--- src/rtl/piso_serializer.sv ---
// Parallel-in, serial-out converter with a one-word holding buffer so that
// back-to-back words stream out with no idle bit-times between frames.
module piso_serializer #(
    parameter int WIDTH     = 4,
    parameter bit LSB_FIRST = 1'b1
) (
    input  logic             clk,
    input  logic             reset,
    input  logic [WIDTH-1:0] parallel_in,
    input  logic             in_valid,
    output logic             in_ready,
    output logic             serial_out,
    output logic             serial_valid,
    output logic             frame_start,
    output logic             frame_end,
    output logic             busy
);

    localparam int CW = $clog2(WIDTH);
    localparam logic [CW-1:0] LAST = CW'(WIDTH - 1);

    typedef enum logic {IDLE, SHIFT} state_t;

    state_t           r_state;
    logic [CW-1:0]    r_cnt;
    logic [WIDTH-1:0] r_sreg;
    logic [WIDTH-1:0] r_hold;
    logic             r_hold_full;
    logic             r_serial_out;
    logic             r_serial_valid;
    logic             r_frame_start;
    logic             r_frame_end;
    logic             r_busy;

    state_t           w_nxt_state;
    logic [CW-1:0]    w_nxt_cnt;
    logic [WIDTH-1:0] w_nxt_sreg;
    logic [WIDTH-1:0] w_nxt_hold;
    logic             w_nxt_hold_full;
    logic             w_accept;
    logic             w_in_ready;

    function automatic logic pick_bit(input logic [WIDTH-1:0] word,
                                      input logic [CW-1:0]    idx);
        if (LSB_FIRST)
            return word[idx];
        else
            return word[LAST - idx];
    endfunction

    // in_ready is the only output with a combinational term (reset).
    assign w_in_ready = !r_hold_full && !reset;
    assign w_accept   = in_valid && w_in_ready;

    always_comb begin
        w_nxt_state     = r_state;
        w_nxt_cnt       = r_cnt;
        w_nxt_sreg      = r_sreg;
        w_nxt_hold      = r_hold;
        w_nxt_hold_full = r_hold_full;
        case (r_state)
            IDLE: begin
                if (w_accept) begin
                    w_nxt_sreg  = parallel_in;
                    w_nxt_cnt   = '0;
                    w_nxt_state = SHIFT;
                end
            end
            SHIFT: begin
                if (r_cnt == LAST) begin
                    // Frame boundary: drain hold first, else bypass a fresh word.
                    w_nxt_cnt = '0;
                    if (r_hold_full) begin
                        w_nxt_sreg      = r_hold;
                        w_nxt_hold_full = 1'b0;
                    end else if (w_accept) begin
                        w_nxt_sreg = parallel_in;
                    end else begin
                        w_nxt_state = IDLE;
                    end
                end else begin
                    w_nxt_cnt = r_cnt + CW'(1);
                    if (w_accept) begin
                        w_nxt_hold      = parallel_in;
                        w_nxt_hold_full = 1'b1;
                    end
                end
            end
            default: w_nxt_state = IDLE;
        endcase
    end

    // Outputs are registered from the next-state values so they always
    // describe the bit currently on the line.
    always_ff @(posedge clk or posedge reset) begin
        if (reset) begin
            r_state        <= IDLE;
            r_cnt          <= '0;
            r_sreg         <= '0;
            r_hold         <= '0;
            r_hold_full    <= 1'b0;
            r_serial_out   <= 1'b0;
            r_serial_valid <= 1'b0;
            r_frame_start  <= 1'b0;
            r_frame_end    <= 1'b0;
            r_busy         <= 1'b0;
        end else begin
            r_state        <= w_nxt_state;
            r_cnt          <= w_nxt_cnt;
            r_sreg         <= w_nxt_sreg;
            r_hold         <= w_nxt_hold;
            r_hold_full    <= w_nxt_hold_full;
            r_serial_valid <= (w_nxt_state == SHIFT);
            r_serial_out   <= (w_nxt_state == SHIFT) ? pick_bit(w_nxt_sreg, w_nxt_cnt) : 1'b0;
            r_frame_start  <= (w_nxt_state == SHIFT) && (w_nxt_cnt == '0);
            r_frame_end    <= (w_nxt_state == SHIFT) && (w_nxt_cnt == LAST);
            r_busy         <= (w_nxt_state == SHIFT) || w_nxt_hold_full;
        end
    end

    assign in_ready     = w_in_ready;
    assign serial_out   = r_serial_out;
    assign serial_valid = r_serial_valid;
    assign frame_start  = r_frame_start;
    assign frame_end    = r_frame_end;
    assign busy         = r_busy;

endmodule

--- config.mk ---
export PLATFORM = sky130hd
export DESIGN_NAME = piso_serializer
export DESIGN_NICKNAME = d
export VERILOG_FILES = /design/src/rtl/piso_serializer.sv
export SDC_FILE = /design/constraint.sdc
export NUM_CORES = 1
export LEC_CHECK = 0
export ABC_CLOCK_PERIOD_IN_PS = 3200
export CAP_MARGIN = 20
export CORE_MARGIN = 1
export CORE_UTILIZATION = 45
export DETAILED_ROUTE_END_ITERATION = 10
export PLACE_DENSITY = 0.76
export SLEW_MARGIN = 40
export SYNTH_ARGS = -nofsm -noshare
export SYNTH_HDL_FRONTEND = slang
export SYNTH_SLANG_ARGS = --single-unit
export TNS_END_PERCENT = 5
--- constraint.sdc ---
create_clock -name clk -period 3.2 [get_ports clk]
set_input_delay 0.48 -clock clk [delete_from_list [all_inputs] [get_ports clk]]
set_output_delay 0.48 -clock clk [all_outputs]
set_load 0.005 [all_outputs]
### Yosys cells after proc, flatten, opt, wreduce, memory -nomap -nowiden

Cells that the tools add are included.

| cells by class | value |
|---|---|
| mux-type cells | 17 |
| equal/unequal tests | 2 |
| bitwise gates (word level) | 2 |
| reduce and logical (&&, ||, !) cells | 9 |
| magnitude comparators | 1 |
| $add $sub $neg | 1 |

Operators with widths:

| operator | count |
|---|---|
| $mux W4 | 3 |
| $mux W1 | 8 |
| $pmux W4 S2 | 1 |
| $eq A2 B2 Y1 const B | 2 |
| $logic_and A1 B1 Y1 | 4 |
| $mux W2 | 2 |
| $pmux W2 S2 | 1 |
| $lt A2 B3 Y1 const B | 1 |
| $reduce_and A3 Y1 | 1 |
| $add A2 B1 Y2 const B | 1 |
| $bmux W1 S2 | 1 |
| $logic_not A1 Y1 | 2 |
| $logic_not A2 Y1 | 1 |
| $not A1 Y1 | 2 |
| $pmux W1 S2 | 1 |
| $logic_or A1 B1 Y1 | 1 |

| word-level totals | value |
|---|---|
| output and inout port bits | 6 |
| bits of input ports | 7 |
| bits in registers | 16 |

### Longest topological paths before layout

| depth | value |
|---|---|
| depth in word-level cells | 10 |
| gate-level depth with buffers | 7 |

### Worst setup path after synthesis

Ideal clock, no wire load.

| path | value |
|---|---|
| path kind | in2reg |
| start point | in reset |
| end point | reg r_serial_out, in the netlist serial_out |
| arrival time | 1.385 ns |
| stages on the path | 6 |
| slack | 1.688 ns |
| required time | 3.073 ns |
| path buffers | 1 |
| setup time | 0.127 ns |
| path through | or3b_1 > buf_2 > nand2_1 > a32oi_1 > a221oi_2 > a21oi_1 |

| on the way | value |
|---|---|
| word-level cells in the longest chain between the ends | 10 |

RTL lines:

| what | line | source |
|---|---|---|
| start, declared | 8 | `input logic reset,` |
| $logic_not A1 Y1 (no line) * | -- |  |
| $logic_and A1 B1 Y1 * | 52 | `assign w_in_ready = !r_hold_full && !reset;` |
| $logic_and A1 B1 Y1 * | 53 | `assign w_accept = in_valid && w_in_ready;` |
| $mux W4 * | 63, 76 |  |
| $mux W4 | 73 | `if (r_hold_full) begin` |
| $mux W4 | 70 | `if (r_cnt == LAST) begin` |
| $pmux W4 S2 * | 61 | `case (r_state)` |
| net w_nxt_sreg[0] | 37 | `logic [WIDTH-1:0] w_nxt_sreg;` |
| $bmux W1 S2 * | 46 | `return word[idx];` |
| $mux W1 (not written as such) * | 46 |  |
| $mux W1 * | 114 | `r_serial_out <= (w_nxt_state == SHIFT) ? pick_bit(w_nxt_sreg, w_nxt_cnt) : 1'b0;` |
| end signal, assigned | 114 |  |
| end, declared | 29 | `logic r_serial_out;` |

Mark *: on every way through the listed nets, which the timed path passes. The rest lies on a longest branch. The select of a mux whose other input is x is not followed.
A chain may end at the register's enable or synchronous reset.

### Final worst setup path

| path | value |
|---|---|
| start point | in reset |
| end point | out in_ready |

| on the way | value |
|---|---|
| word-level cells in the longest chain between the ends | 2 |

RTL lines:

| what | line | source |
|---|---|---|
| $logic_not A1 Y1 (no line) | -- |  |
| $logic_and A1 B1 Y1 | 52 |  |
| end, declared | 11 | `output logic in_ready,` |

No other way between the ends.

==> results.cfg <==
[logic_synthesis]
synth_async_sr_flop_share = 1.000
synth_top_flop_cell = dfrtp_1
synth_area_leaders = dfrtp_1 53%, nand2_1 8.0%, mux2_2 6.0%
ys_ff_latch = 16
synth_largest_area_cell = dfrtp_1
syn-num-nets = 82
synth_common_cells = 16 x dfrtp_1, 16 x nand2_1, 7 x a21oi_1
synth-edff-count = 0
yosysSeqAreaShare = 0.5307
syn_inst = 74
netlist.area_leader.share = 0.5307
syn_area_um2 = 754.5
yosysWarnings = 0
synth.distinct_cells = 23
syn_area_per_cell_um2 = 10.20

[sta]
timing.slew.headroom = 0.6914
setup-tns-final_ns = 0
period_needed_ns = 2.031
rsz0062_at_grt = false
final_hold_viol_count = 0
post-route-period-util = 0.6348
fin_ws_ns = 1.169
setup_violations = 0
timing.fmax_mhz = 492.3
tightest_slew_ns = 0.4609
fin_skew_ns = 0.007161
finalMaxSlewViolations = 0

[power_and_ir_drop]
p_leak_nw = 0.3999
peakVddDrop_mv = 0.3800
swShare = 0.3723
seqPwrFrac = 0.414
powerDensity_nw_per_um2 = 1011
combPwrFrac = 0.445
p_total_mw = 0.9298
p_int_mw = 0.5836
clkPwrFrac = 0.141
p_sw_mw = 0.3462

[worst_setup_path]
crit_path_end_kind = output port
cp-start-kind = input port
rr_startpoint = r_cnt[0]$_DFF_PP0_
crit_arrival_ns = 1.55
worstPathMaxFanout = 4
r2r_slack_ns = 1.45
crit_type = input port to output port
crit_required_ns = 2.72
regToRegEndpoint = serial_out$_DFF_PP0_
reg2reg_depth = 6

[hold_path]
hold_depth = 1
min_from = r_hold[3]$_DFFE_PP0P_
holdCritPathClass = flip-flop to flip-flop
whs_endpoint = r_hold[3]$_DFFE_PP0P_

[drt]
vias = 585
via_per_inst = 5.680
first_iter_violations = 11
drt-total-wl_um = 1381
detail_route.wl_per_cell_um = 13.41
postRouteAntennaNets = 0
dr.pass1.iters = 4
drc = 0

[global_routing]
grt_pass1_wl_um = 2449
antenna_found_initial = 0
grt_max_degree = 18
grtUsageTotal = 0.1791
overflow = 0
grt_pass1_vias = 591

[outcome]
status = completed

[final_layout]
diodes = 0
area_growth_pct = 21.89
final_core_util = 0.5966
nNetsFinal = 96
drive_above_1_share = 0.1379
layout.cells.non_filler = 103

[die]
die_h_um = 42.95
start_util = 0.4894
ioPinCount = 13
core_um2 = 1541
rows = 14
die_w_um = 42.95
dieArea_um2 = 1844

[placement]
gp_congestion = 0.8279
dp_hpwl_um = 1059
post-place-cells = 99
post-place-ws_ns = 1.085
port_buffers = 12

[clocking]
post-cts-setup-buffers = 0
cts_tree = yes
cts-hold-fix-buffers = 0
htreeDepth = 1
path_clk_slew_ns = 0.09
cts_root_buf = clkbuf_4
cts_resized = 0
clk_latency_ns = 0.28
ctsLongestPathBuffers = 2
cts.sinks = 16
cts_made_buffers = 3

[flow_run]
maxCapViolCount = 0
==> cells in the final DEF (no fill, tap or decap) <==
cell type / netlist / routed
or3b_1: 1 / 1
clkdlybuf4s50_1: 0 / 12
nor2_1: 3 / 3
mux2_2: 4 / 4
o21ai_0: 2 / 2
dfrtp_1: 16 / 16
a32oi_1: 3 / 3
or3_1: 1 / 1
nor2b_1: 2 / 2
a221oi_2: 1 / 1
a21o_1: 1 / 1
and2_1: 1 / 1
nand2_1: 16 / 16
a21oi_1: 7 / 7
nand3b_1: 2 / 2
ha_1: 1 / 1
buf_4: 0 / 1
o22ai_1: 3 / 3
inv_1: 2 / 2
nor3b_2: 1 / 1
clkbuf_4: 0 / 3
o21ai_2: 1 / 1
mux2i_1: 1 / 1
nand2b_1: 1 / 1
clkbuf_8: 0 / 1
==> critical path, cell delays in order <==
cell and delay (ns):
clkdlybuf4s50_1 0.46, nor2_1 0.11, clkdlybuf4s50_1 0.50
==> routing by layer <==
layer,track usage,vias up,part of all wire
met4,0.07273,0,0
met2,0.2970,15,0.50
met3,0.03830,0,0.045
li1,-,284,-
met5,0,-,0
met1,0.2265,286,0.46
==> kinds of logic after synthesis <==
logic type                 share of synthesized area
adders and majority gates                    0.01658
muxes                                        0.07296
DFF                                           0.5307
buffers and inverters                        0.03482
AOI/OAI and AO/OA                             0.1609
and+or+nand+nor                               0.1841
==> metrics by stage <==
| step | area (um2) | hold slack, ns |
|---|---|---|
| 2_1_floorplan | 754.5 | 0.4019 |
| 3_3_place_gp | 883.3 | 0.4791 |
| 3_5_place_dp | 883.3 | 0.4920 |
| 4_1_cts | 919.6 | 0.5139 |
| 5_1_grt | 919.6 | 0.5194 |
| 6_report | 919.6 | 0.5112 |
==> registers in the layout, indices dropped and copies added, names as in the netlist <==
register      flops
serial_out        1
r_hold            4
r_hold_full       1
serial_valid      1
r_sreg            4
frame_end         1
busy              1
frame_start       1
r_cnt             2
==> power by group through the flow <==
stage | clock network, mW | logic (mW) | registers (mW)
finish | 0.131 | 0.413 | 0.385
global route | 0.143 | 0.464 | 0.398
CTS | 0.136 | 0.415 | 0.385
detailed placement | 0 | 0.416 | 0.389
global placement | 0 | 0.403 | 0.384
floorplan | 0 | 0.325 | 0.349
==> area by class of cell <==
| type | count | area (um2) |
|---|---|---|
| repair buffers | 13 | 127.6 |
| multi-input cells | 52 | 327.8 |
| fillers | 144 | 621.8 |
| clock buffers | 4 | 36.28 |
| well taps | 16 | 20.02 |
| inverters | 2 | 7.507 |
| flip-flops and latches | 16 | 400.4 |
==> worst max path at each step <==
stage | slack, ns | start | end | cells past startpoint
floorplan | 1.69 | reset | serial_out$_DFF_PP0_ | 6
global placement | 1.13 | reset | serial_out$_DFF_PP0_ | 6
detailed placement | 1.09 | in_valid | serial_out$_DFF_PP0_ | 6
CTS | 1.16 | reset | in_ready | 3
global route | 1.11 | reset | in_ready | 3
finish | 1.17 | reset | in_ready | 3
No activity file was read; power rests on OpenSTA's default activity.
